--- config.mk ---
export PLATFORM = sky130hd
export DESIGN_NAME = instr_encoder_loader
export DESIGN_NICKNAME = d
export VERILOG_FILES = /design/src/rtl/instr_encoder_loader.sv
export SDC_FILE = /design/constraint.sdc
export NUM_CORES = 1
export LEC_CHECK = 0
export ABC_AREA = 1
export CAP_MARGIN = 10
export CORE_MARGIN = 3
export CORE_UTILIZATION = 47
export CTS_CLUSTER_SIZE = 25
export DETAILED_ROUTE_END_ITERATION = 10
export MAX_ROUTING_LAYER = met4
export PLACE_DENSITY = 0.85
export SYNTH_ARGS = -nofsm -noshare
export SYNTH_HDL_FRONTEND = slang
export SYNTH_SLANG_ARGS = --single-unit
--- constraint.sdc ---
create_clock -name clk -period 5 [get_ports clk]
set_input_delay 1.25 -clock clk [delete_from_list [all_inputs] [get_ports clk]]
set_output_delay 1.25 -clock clk [all_outputs]
set_load 0.03 [all_outputs]
--- src/rtl/instr_encoder_loader.sv ---
// Encodes symbolic RV64 instruction requests and writes them one word at a time
// into instruction memory through a single write port.
module instr_encoder_loader #(
  parameter int unsigned ADDR_W    = 8,
  parameter int unsigned DEPTH     = 64,
  parameter int unsigned BASE_ADDR = 0
) (
  input  logic              clk,
  input  logic              reset,
  input  logic              clear,
  input  logic              in_valid,
  output logic              in_ready,
  input  logic [3:0]        in_op,
  input  logic [4:0]        in_rd,
  input  logic [4:0]        in_rs1,
  input  logic [4:0]        in_rs2,
  input  logic [12:0]       in_imm,
  output logic              mem_we,
  output logic [ADDR_W-1:0] mem_addr,
  output logic [31:0]       mem_wdata,
  output logic [6:0]        count,
  output logic              full,
  output logic              err
);

  typedef enum logic [0:0] {StIdle, StWrite} state_e;

  localparam logic [ADDR_W-1:0] BaseAddr = ADDR_W'(BASE_ADDR);
  localparam logic [6:0]        DepthCnt = 7'(DEPTH);

  localparam logic [6:0] OpImm  = 7'b0010011;
  localparam logic [6:0] OpReg  = 7'b0110011;
  localparam logic [6:0] OpLoad = 7'b0000011;
  localparam logic [6:0] OpStr  = 7'b0100011;
  localparam logic [6:0] OpBr   = 7'b1100011;

  state_e            state_q, state_d;
  logic [ADDR_W-1:0] addr_q, addr_d;
  logic [31:0]       wdata_q, wdata_d;
  logic [6:0]        count_q, count_d;
  logic              full_q, full_d;
  logic              err_q, err_d;
  logic              op_legal;
  logic [31:0]       enc_word;

  always_comb begin
    enc_word = 32'h0;
    op_legal = 1'b1;
    unique case (in_op)
      4'd0: enc_word = {in_imm[11:0], in_rs1, 3'b000, in_rd, OpImm};
      4'd1: enc_word = {6'b000000, in_imm[5:0], in_rs1, 3'b001, in_rd, OpImm};
      4'd2: enc_word = {7'b0000000, in_rs2, in_rs1, 3'b000, in_rd, OpReg};
      4'd3: enc_word = {7'b0100000, in_rs2, in_rs1, 3'b000, in_rd, OpReg};
      4'd4: enc_word = {7'b0000000, in_rs2, in_rs1, 3'b111, in_rd, OpReg};
      4'd5: enc_word = {7'b0000000, in_rs2, in_rs1, 3'b110, in_rd, OpReg};
      4'd6: enc_word = {in_imm[11:0], in_rs1, 3'b011, in_rd, OpLoad};
      4'd7: enc_word = {in_imm[11:5], in_rs2, in_rs1, 3'b011, in_imm[4:0], OpStr};
      4'd8: enc_word = {in_imm[12], in_imm[10:5], in_rs2, in_rs1, 3'b000,
                        in_imm[4:1], in_imm[11], OpBr};
      4'd9: enc_word = {in_imm[12], in_imm[10:5], in_rs2, in_rs1, 3'b100,
                        in_imm[4:1], in_imm[11], OpBr};
      default: op_legal = 1'b0;
    endcase
  end

  // Clear and reset both block acceptance in the cycle they are asserted.
  assign in_ready  = (state_q == StIdle) && !full_q && !clear && !reset;
  assign mem_we    = (state_q == StWrite) && !clear;
  assign mem_addr  = addr_q;
  assign mem_wdata = wdata_q;
  assign count     = count_q;
  assign full      = full_q;
  assign err       = err_q;

  always_comb begin
    state_d = state_q;
    addr_d  = addr_q;
    wdata_d = wdata_q;
    count_d = count_q;
    full_d  = full_q;
    err_d   = err_q;
    if (clear) begin
      state_d = StIdle;
      addr_d  = BaseAddr;
      count_d = 7'd0;
      full_d  = 1'b0;
      err_d   = 1'b0;
    end else begin
      unique case (state_q)
        StIdle: begin
          if (in_valid && in_ready) begin
            if (op_legal) begin
              wdata_d = enc_word;
              state_d = StWrite;
            end else begin
              err_d = 1'b1;
            end
          end
        end
        StWrite: begin
          addr_d  = addr_q + ADDR_W'(4);
          count_d = count_q + 7'd1;
          full_d  = (count_q + 7'd1) == DepthCnt;
          state_d = StIdle;
        end
        default: state_d = StIdle;
      endcase
    end
  end

  always_ff @(posedge clk or posedge reset) begin
    if (reset) begin
      state_q <= StIdle;
      addr_q  <= BaseAddr;
      wdata_q <= 32'h0;
      count_q <= 7'd0;
      full_q  <= 1'b0;
      err_q   <= 1'b0;
    end else begin
      state_q <= state_d;
      addr_q  <= addr_d;
      wdata_q <= wdata_d;
      count_q <= count_d;
      full_q  <= full_d;
      err_q   <= err_d;
    end
  end

endmodule

==> results by stage <==
Power and ir drop:
- The peak supply drop is 174 uV.
- The power spent charging and discharging nets is 283 uW.
- Dividing total power by cell area gives a power density of 275 nW/um2.
- The portion of total power attributed to sequential cells is 47.5%.
- The switching portion of total power is 32.2%.
- The standby leakage power is 1.53 nW.
- Per report_power, the combinational group accounts for 29.1% of the total.
- The power consumption is 879 uW.
- The internal power of the cells totals 596 uW.
- The part of the power in the clock network is 23.4%.

Min path:
- The startpoint identified for the worst hold timing path is mem_wdata[15]$_DFFE_PP0P_.
- Along the worst hold path, the cell count comes to 2.
- The path with the worst hold slack has its endpoint at mem_wdata[15]$_DFFE_PP0P_.
- The classification of the worst-slack hold path is reg -> reg.

Synth:
- In this run, synthesis produced a sequential element count of 45.
- The average instance area after synthesis is 8.00 um2.
- The fraction of the yosys area taken by sequential cells is 49.0%.
- Yosys attributes the largest share of cell area to dfrtp_1 49%, nand2_1 19%, nand3_1 5.2%.
- The prevailing post-synth register cell is dfrtp_1.
- For this run, the number of Yosys warnings is 0.
- The netlist uses 29 different library cells.
- By count the netlist is led by 119 x nand2_1, 45 x dfrtp_1, 24 x nand3_1, 23 x o21ai_0, 19 x inv_1.
- The area fraction of the dominant cell type after synthesis is 49.0%.
- The fraction of registers with async set/reset is 100%.
- The dominant cell type by area after synthesis is dfrtp_1.
- The post-synthesis instance area is 2300 um2.
- The most common cell in the synthesized netlist is nand2_1.
- Yosys mapped a number of flops with a built-in enable equal to 0.
- The synthesized netlist cell count is 287.

Critical path:
- The length in cells of the worst reg-to-reg path is 6.
- The worst setup path is captured at an output port.
- The critical register-to-register path startpoint is state_q$_DFF_PP0_.
- The worst endpoint required time is 3750 ps.
- In this run the worst path has a maximum fanout of 10.
- STA classifies the critical path startpoint as a primary input.
- The endpoint identified for the worst register-to-register timing path is mem_wdata[14]$_DFFE_PP0P_.
- The critical path start-end classification is in -> out.
- The setup check on the worst reg-to-reg path leaves a slack of 3220 ps.
- For the worst setup path, the data arrival time is 2860 ps.

Timing:
- The number of hold-slack violations in the final timing report is 0.
- The total negative setup slack is 0 ps.
- In this run the tightest slew margin relative to its limit is 53.9%.
- Across all hold checks on the routed design, the worst slack comes to 482 ps.
- Setup repair after global routing left no endpoint under its margin.
- The final critical path takes up 82.1% of the cycle.
- For this run, the top clock speed supported by timing is 0.244 GHz.
- The final critical-path required period is 4110 ps.
- The clock arrives with 9.63 ps of skew.
- The smallest setup slack after layout is 894 ps.
- At the pin with the least slew margin, the transition time is 689 ps.
- The final count of pins violating max slew is 0.
- Setup violations remaining at the end of the flow were counted as 0.

GRT:
- For this run, the total global-route usage over all layers was measured as 21.0%.
- The number of antenna violations at the first check in global routing is 0.
- The pin count of the biggest net entering global routing is 47.
- Summed over all layers, the global routing overflow is 0.
- The via count of the first global-routing pass is 2074.
- The first-pass GRT wire length is 8.97 mm.

Die:
- The die covers 5760 um2.
- In this run the core area contains 24 standard-cell rows.
- The horizontal die dimension is 75.9 um.
- The height of the die is 75.9 um.
- The initial cell density of the core is 50.6%.
- The core footprint is 4530 um2.
- The number of top-level design ports is 87.

Clock tree:
- The clock passes through at most 2 buffers.
- The CTS tree is built.
- Clock-pin slew was measured on the worst setup and hold paths at 80 ps.
- The clock network latency to the later pin of the worst-skew pair is 290 ps.
- CTS built an H-tree with a depth of 2.
- The cts-stage hold buffer count is 0.
- Once the clock tree was built, the resizer swapped 0 gates to a different size.
- The number of buffers inserted by post-CTS setup repair is 0.
- The number of buffers created by CTS is 5.
- The clock sink total is 45.
- In this run the clock root is driven by a clkbuf_8.

Route:
- The average via count per standard cell is 4.95.
- Dividing the detail-routed wire length by the instance count gives 12.7 um.
- The total detailed-routing wirelength is 5.48 mm.
- The post-detailed-route DRC marker count is 0.
- The initial detailed-routing violation count is 152.
- The via count is 2142.
- The remaining number of nets flagged by the antenna check after routing is 0.
- The first TritonRoute pass finished after 4 iterations.

Final layout:
- Of the cells placed in the final design, the portion with a size suffix greater than 1 is 6.25%.
- The repair_antennas step left the layout with diodes totalling 0.
- The final layout contains 408 nets.
- Relative to the synthesized area, the layout overhead comes to 39.3%.

Placement:
- Input and output buffers added on the ports amount to 82.
- The weighted congestion at the end of routability-driven global placement is 0.869.
- The half-perimeter wire length of the detailed placement result is 4.05 mm.
- The worst slack at placement is 902 ps.

Status:
- The flow ran to the end, and the final reports show no timing, DRC or antenna violations.

Job:
- The tool flagged a number of max-cap violations equal to 0.
critical path: stages:
cell	delay (ps)
clkdlybuf4s50_1	490
nor2_2	370
clkdlybuf4s50_1	750
how the worst max path moves through the flow:
stage | start | endpoint | cells past startpoint
after global routing | clear | mem_we | 3
final | clear | mem_we | 3
after floorplan | reset | in_ready | 3
after detailed placement | clear | mem_we | 3
after global placement | clear | mem_we | 3
after CTS | clear | mem_we | 3
final cells by class:
cell class / count / area [um2]
Tap cell: 65 / 81.3
Multi-Input combinational cell: 213 / 1010
Clock inverter: 1 / 5.00
Sequential cell: 45 / 1130
Clock buffer: 5 / 68.8
Timing Repair Buffer: 83 / 828
Fill cell: 372 / 1340
Inverter: 21 / 80.1
cell usage in the layout, fill, tap and decap left out, types with 4 or more instances in the layout:
cell type / instances
clkbuf_8: 5
o21ai_0: 23
conb_1: 4
a21oi_1: 4
inv_1: 18
dfrtp_1: 45
nand2_1: 119
nor2_1: 13
nand3_1: 24
clkdlybuf4s50_1: 82
routing by layer:
| metal | vias up | global-route usage, % | wire (um) | share of wire (%) |
|---|---|---|---|---|
| met2 | 87 | 35.3 | 2690 | 49 |
| met5 | - | - | 0 | 0 |
| met1 | 981 | 25.3 | 2410 | 44 |
| met4 | 0 | 5.44 | 42 | 0.77 |
| met3 | 4 | 5.15 | 337 | 6.1 |
| li1 | 1070 | - | - | - |
power groups by stage:
stage	clock network (mW)	logic (mW)	registers, mW
2_1_floorplan	0	0.0754	0.489
3_3_place_gp	0	0.253	0.423
3_5_place_dp	0	0.257	0.423
4_1_cts	0.211	0.258	0.417
5_1_grt	0.224	0.275	0.421
6_report	0.206	0.256	0.417
registers in the layout (all words and copies together) (netlist names):
name / count
mem_addr: 6
mem_wdata: 29
err: 1
full: 1
state_q: 1
count: 7
metrics by stage:
stage	cells	instance area [um2]	utilization, %
global route	433	3200	70.6
detailed placement	427	3130	68.9
finish	433	3200	70.6
floorplan	290	2310	-
CTS	433	3200	70.6
global placement	427	3130	68.9
kinds of logic (layout without fill, tap and decap cells):
| kind of cell | after synthesis | after routing | share of synthesized area [%] |
|---|---|---|---|
| AO/OA/AOI/OAI | 35 | 35 | 8.83 |
| XOR/XNOR | 2 | 2 | 0.763 |
| AND/OR/NAND/NOR | 169 | 169 | 32.1 |
| flip-flops | 45 | 45 | 49.0 |
| buffers and inverters | 32 | 110 | 7.47 |
| adder cells (fa/ha/maj) | 3 | 3 | 1.64 |
| other | 1 | 4 | 0.163 |
Note: power is estimated with default switching activity, not from simulation.
